## src/rtl/uart_pkg.sv

```systemverilog
// uart_pkg: shared widths and receiver state encoding for the UART link.
package uart_pkg;
  localparam int MSG_W = 15;
  localparam int FRAME_LEN = MSG_W + 2;
  typedef enum logic [1:0] {WAIT_HIGH, IDLE, DATA, STOP} rx_state_e;
endpackage

```

## src/rtl/uart_rx_buf.sv

```systemverilog
// uart_rx_buf: one-entry valid/ready holding buffer with overrun flag.
module uart_rx_buf #(
  parameter int W = 15
) (
  input  logic         clk,
  input  logic         rst,
  input  logic         push_i,
  input  logic [W-1:0] data_i,
  input  logic         ready_i,
  output logic [W-1:0] data_o,
  output logic         valid_o,
  output logic         overrun_o
);
  logic [W-1:0] data_q, data_d;
  logic valid_q, valid_d, ovr_q, ovr_d, load;
  always_comb begin
    load    = push_i && (!valid_q || ready_i);
    data_d  = load ? data_i : data_q;
    valid_d = load || (valid_q && !ready_i);
    ovr_d   = push_i && valid_q && !ready_i;
  end
  always_ff @(posedge clk) begin
    if (rst) begin
      data_q  <= '0;
      valid_q <= 1'b0;
      ovr_q   <= 1'b0;
    end else begin
      data_q  <= data_d;
      valid_q <= valid_d;
      ovr_q   <= ovr_d;
    end
  end
  assign data_o    = data_q;
  assign valid_o   = valid_q;
  assign overrun_o = ovr_q;
endmodule

```

## src/rtl/uart_rx.sv

```systemverilog
// uart_rx: one-bit-per-cycle UART receiver feeding a one-entry output buffer.
module uart_rx
  import uart_pkg::*;
#(
  parameter int MSG_W = uart_pkg::MSG_W
) (
  input  logic             clk_rx,
  input  logic             rst_rx,
  input  logic             msg_in_rx,
  input  logic             ready_rx,
  output logic [MSG_W-1:0] msg_out_rx,
  output logic             valid_rx,
  output logic             frame_err_rx,
  output logic             overrun_rx
);
  localparam int CW = (MSG_W > 1) ? $clog2(MSG_W) : 1;
  rx_state_e st_q, st_d;
  logic [CW-1:0] cnt_q, cnt_d;
  logic [MSG_W-1:0] sh_q, sh_d;
  logic ferr_q, ferr_d, push, last;
  assign last = cnt_q == CW'(MSG_W - 1);
  always_comb begin
    st_d   = st_q;
    cnt_d  = cnt_q;
    sh_d   = sh_q;
    ferr_d = 1'b0;
    push   = 1'b0;
    case (st_q)
      WAIT_HIGH: st_d = msg_in_rx ? IDLE : WAIT_HIGH;
      IDLE: begin
        st_d  = msg_in_rx ? IDLE : DATA;
        cnt_d = msg_in_rx ? cnt_q : '0;
      end
      DATA: begin
        sh_d  = {sh_q[MSG_W-2:0], msg_in_rx};
        cnt_d = last ? cnt_q : cnt_q + 1'b1;
        st_d  = last ? STOP : DATA;
      end
      STOP: begin
        // a low stop bit must not be mistaken for the next start bit
        push   = msg_in_rx;
        ferr_d = !msg_in_rx;
        st_d   = msg_in_rx ? IDLE : WAIT_HIGH;
      end
      default: st_d = WAIT_HIGH;
    endcase
  end
  always_ff @(posedge clk_rx) begin
    if (rst_rx) begin
      st_q   <= WAIT_HIGH;
      cnt_q  <= '0;
      sh_q   <= '0;
      ferr_q <= 1'b0;
    end else begin
      st_q   <= st_d;
      cnt_q  <= cnt_d;
      sh_q   <= sh_d;
      ferr_q <= ferr_d;
    end
  end
  assign frame_err_rx = ferr_q;
  uart_rx_buf #(.W(MSG_W)) u_buf (
    .clk      (clk_rx),
    .rst      (rst_rx),
    .push_i   (push),
    .data_i   (sh_q),
    .ready_i  (ready_rx),
    .data_o   (msg_out_rx),
    .valid_o  (valid_rx),
    .overrun_o(overrun_rx)
  );
endmodule

```

## config.mk

```make
export PLATFORM = sky130hd
export DESIGN_NAME = uart_rx
export DESIGN_NICKNAME = d
export VERILOG_FILES = /design/src/rtl/uart_pkg.sv /design/src/rtl/uart_rx_buf.sv /design/src/rtl/uart_rx.sv
export SDC_FILE = /design/constraint.sdc
export NUM_CORES = 1
export LEC_CHECK = 0
export CORE_MARGIN = 2
export CORE_UTILIZATION = 53
export CTS_BUF_LIST = sky130_fd_sc_hd__clkbuf_8 sky130_fd_sc_hd__clkbuf_16
export DETAILED_ROUTE_END_ITERATION = 16
export PLACE_DENSITY = 0.85
export REMOVE_ABC_BUFFERS = 1
export SYNTH_ARGS = -nofsm -noshare
export SYNTH_HDL_FRONTEND = slang
export SYNTH_SLANG_ARGS = --single-unit
```

## constraint.sdc

```tcl
create_clock -name clk_rx -period 1.94 [get_ports clk_rx]
set_clock_uncertainty 0.05 [all_clocks]
set_input_delay 0.194 -clock clk_rx [delete_from_list [all_inputs] [get_ports clk_rx]]
set_output_delay 0.194 -clock clk_rx [all_outputs]
set_load 0.03 [all_outputs]
```

======== Word level (Yosys, flattened, before mapping) ========
Cells that the tools add are included.
word-level totals
  register bits after elaboration ......... 39
  input port bits ......................... 4
  output and inout port bits .............. 18
  word-level logic and storage cells ...... 37
operators by class
  $add $sub $neg .......................... 1
  equality and inequality tests ........... 6
  mux-type cells .......................... 8
  bitwise logic cells ..................... 1
  reductions and logical operators ........ 14
operators with widths
  cell                   number
  $mux W4                2
  $pmux W4 S2            1
  $pmux W2 S3            1
  $add A4 B1 Y4 const B  1
  $eq A2 B2 Y1 const B   2
  $eq A4 B4 Y1 const B   1
  $logic_and A1 B1 Y1    4
  $ne A2 B2 Y1 const B   2
  $reduce_or A2 Y1       2
  $logic_not A1 Y1       3
  $mux W1                3
  $reduce_and A3 Y1      1
  $eq A2 B1 Y1 const B   1
  $logic_not A2 Y1       1
  $logic_or A1 B1 Y1     2
  $mux W2                1
  $reduce_bool A2 Y1     1
  $not A1 Y1             1

======== Depth between registers and ports, before layout ========
Gate-level depths: netlist (run 1).
  depth in word-level cells ............... 4
  gate-level depth with buffers ........... 7
  depth with buffers taken out ............ 5

======== By module ========
From an unflattened synthesis (run 1), not the netlist that was laid out.
unflattened totals
  cell total of the unflattened synthesis .. 162
  area, all modules ....................... 1675.4 sq um
modules (own cells, without submodules)
  module       times used  cells each  area each (sq um)  seq. area each (sq um)
  uart_rx      1           91          922.1              440.4
  uart_rx_buf  1           71          753.2              340.3

======== Worst setup path after synthesis (run 1) ========
OpenSTA, ideal clock, no wires.
  path kind ............................... flip-flop to flip-flop
  start point ............................. register st_q[1]
  end point ............................... register cnt_q[2]
  setup time .............................. 0.074 ns
  arrival time ............................ 1.459 ns
  data required time ...................... 1.816 ns
  setup slack ............................. 0.357 ns
  stages on the path, launching flop included .. 7
  path buffers ............................ 1
  period minus slack after synthesis ...... 1.583 ns
  cell sequence ........................... dfxtp_1 -> inv_1 -> ha_1 -> and2_0 -> clkbuf_2 -> or4_1 -> a31oi_1
between the ends
  cells in the longest elaborated chain, start to end .. 3
  elaborated cells on any way between the ends .. 7
  those cells by class .................... 4 x eq/ne; 1 x mux; 2 x reduce/logical
RTL lines
  item                                                                 line           RTL
  from (decl)                                                          uart_rx.sv:17  rx_state_e st_q, st_d;
  from (signal assigned)                                               uart_rx.sv:55  st_q <= st_d;
  $eq A2 B2 Y1 / $eq A2 B1 Y1 (equally long branches)                  uart_rx.sv:28  case (st_q)
  $ne A2 B2 Y1 (no line) / $reduce_bool A2 Y1 (equally long branches)  n/a
  $reduce_and A3 Y1 (no line)                                          n/a
  to (signal assigned)                                                 uart_rx.sv:56  cnt_q <= cnt_d;
  to (decl)                                                            uart_rx.sv:18  logic [CW-1:0] cnt_q, cnt_d;
Several ways; a longest one is shown, not always the timed one.
A chain may end at the register's enable or synchronous reset.

======== Worst setup path after layout (run 1) ========
  start point ............................. register st_q[0]
  end point ............................... register cnt_q[2]
The elaborated chain is that of the path after synthesis.

==> results of run 1 <==
[routing by layer]
metal / up-vias / part of all wire [%] / GRT usage (%)
met1: 572 / 45 / 22.4
met2: 24 / 49 / 33.1
met4: 0 / 2.3 / 10.7
met5: - / 0 / 0
met3: 8 / 3.9 / 5.27
li1: 632 / - / -
[through the flow]
| step | util, % | cell area [um^2] | TNS (ps) | total power [uW] |
|---|---|---|---|---|
| after floorplan | - | 1500 | -250 | 880 |
| after global placement | 63.4 | 1780 | 0 | 911 |
| after detailed placement | 63.4 | 1780 | 0 | 915 |
| after CTS | 66.5 | 1870 | 0 | 1450 |
| after global routing | 66.5 | 1870 | 0 | 1490 |
| final | 66.5 | 1870 | 0 | 1440 |
[cells in the mapped netlist (2+ instances only)]
master | instances | area (um^2)
nor2_1 | 17 | 63.8
a21oi_1 | 18 | 90.1
nand3_1 | 16 | 80.1
o21ai_0 | 16 | 80.1
dfxtp_1 | 39 | 781
inv_1 | 4 | 15.0
clkbuf_1 | 8 | 30.0
ha_1 | 5 | 62.6
o31ai_1 | 3 | 22.5
buf_6 | 2 | 22.5
nor3_1 | 2 | 10.0
mux2i_1 | 15 | 150
nand4_1 | 3 | 18.8
buf_2 | 2 | 10.0
nand2_1 | 3 | 11.3
[path summary, 6_finish.rpt]
kind	slack [ps]	endpoint	startpoint	cells after the start
setup / recovery	220	cnt_q[2]	st_q[0]	5
hold / removal	430	u_buf.data_o[11]	u_buf.data_o[11]	2
setup reg to reg	220	cnt_q[2]	st_q[0]	5
hold reg to reg	430	u_buf.data_o[11]	u_buf.data_o[11]	2
[where the power goes]
part	leakage, uW	total [uW]	internal (uW)	switching, uW
registers	0.000314	813	807	5.45
clock network	0.0000470	540	278	262
logic	0.000268	84.6	33.2	51.5
total	0.000629	1440	1120	319
[logic make-up (layout without fill, tap and decap cells)]
logic type	count (synthesis)	in the layout	share of synthesized area, %
and+or+nand+nor	52	52	16.9
AOI/OAI and AO/OA	41	41	14.1
DFF	39	39	49.4
buffers and inverters	18	36	6.10
muxes	15	15	9.50
adders and majority gates	5	5	3.96
[worst max-delay path, stage by stage, from the launching register on]
cell and delay (ps):
dfxtp_1 330, inv_1 60, ha_1 330, nor2_1 180, or4_1 530, a31oi_1 180
[cell type report]
cell class / instances / area [um^2] / share of cell area, %
clock buffer: 6 / 82.6 / 4.43
tap: 31 / 38.8 / 2.08
timing repair buffer: 25 / 240 / 12.9
clock inverter: 1 / 5.00 / 0.268
inverter: 4 / 15.0 / 0.805
sequential: 39 / 781 / 41.9
multi-input combinational: 113 / 703 / 37.7
[registers in the layout (all words and copies together) (netlist names)]
register,flops
sh_q,15
cnt_q,4
u_buf.overrun_o,1
u_buf.valid_o,1
frame_err_rx,1
st_q,2
u_buf.data_o,15
==> impl_metrics.csv, run 1 <==
group,metric,value,unit
outcome,status,"finished, violations left",
outcome,violations,"design-rule violations",
timing,fmax,0.580,GHz
clock_network,cts_resized,0,
global_route,grt_start_max_net_pins,27,
routing,drc_errors,2,
layout,layout.nets,197,
setup_path,crit_arrival,1890,ps
global_route,grt_pass1_vias,1181,
timing,finalHoldViolations,0,
layout,fin_cells,219,
timing,rsz0062_at_grt,"false",
die,fp-row-count,19,
clock_network,clkLatencyLatePin,290,ps
yosys,synth_edf_count,0,
clock_network,cts_buffer_depth,2,
timing,whs,425,ps
yosys,ys.flop_type,"dfxtp_1",
layout,antenna_cells,0,
yosys,yosys_warnings,0,
layout,num-fill-cells,230,
clock_network,cts_hold_buf,0,
routing,wl,3020,um
die,core_area,2810,um^2
place,hpwlAfterDp,2080,um
timing,post-route-min-period,1720,ps
place,io_buffers,21,
setup_path,cp_max_fo,10,
setup_path,cp_data_required_time,2110,ps
pwr,peakVddDrop,0.603,mV
timing,finalWorstSetupSlack,217,ps
timing,slew_headroom,43.5,%
layout,final_common_cell,"dfxtp_1",
routing,drtIter0Drc,44,
timing,drv_slew,0,
yosys,yosysUniqueCellTypes,32,
yosys,ys_async_sr_fraction,0,%
yosys,synth_seq_area_share,49.4,%
die,start_util,56.3,%
routing,via_count,1236,
timing,setup_viol,0,
global_route,grt_usage,19.6,%
die,dieArea,3430,um^2
place,placed_cells,212,
setup_path,crit_path_end_kind,"flip-flop",
hold_path,hold_class,"flip-flop to flip-flop",
routing,drt_first_pass_iters,10,
pwr,pwr_density_cell,771,nW/um^2
setup_path,critPathKind,"flip-flop to flip-flop",
timing,worstMarginPinSlew,846,ps
die,die_height,58.6,um
layout,area_growth,18.1,%
routing,routedWlPerCell,13.8,um
routing,ant_nets,0,
clock_network,clkTransAtPathRegs,70,ps
timing,period_share,88.8,%
clock_network,cts_tree,"done",
place,globalplace.congestion,0.735,
yosys,syn_area_per_cell,9.30,um^2
layout,layout_common_cells,"dfxtp_1 (39), clkdlybuf4s50_1 (21), a21oi_1 (18)",
yosys,synth-seq-cells,39,
global_route,globalRoute.totalOverflow,0,
clock_network,post-cts-setup-buffer-count,0,
setup_path,startpoint_type,"flip-flop",
clock_network,htree_num_levels,2,
clock_network,root_buffer,"clkbuf_8",
clock_network,clock-sinks,39,
job,maxCapViolCount,0,
global_route,antenna_found_initial,0,
global_route,grt_pass1_wl,5030,um
clock_network,cts_buffers,5,
layout,drive_gt1_share,6.91,%
die,ios,22,
place,preCtsSetupSlack,133,ps
yosys,synth_area,1580,um^2
yosys,postSynthCellCount,170,
pwr,p_leak,0.000629,uW
routing,routed_via_density,5.64,
die,die_w,58.6,um
Note: power is estimated with default switching activity, not from simulation.
==> inputs of run 2 (changes only) <==
--- a/config.mk
+++ b/config.mk
@@ -11,6 +11,7 @@
 export DETAILED_ROUTE_END_ITERATION = 16
 export PLACE_DENSITY = 0.85
 export REMOVE_ABC_BUFFERS = 1
+export SLEW_MARGIN = 0
 export SYNTH_ARGS = -nofsm -noshare
 export SYNTH_HDL_FRONTEND = slang
 export SYNTH_SLANG_ARGS = --single-unit
==> results of run 2 <==
No change in the layout: final DEF, timing and power equal those of run 1.
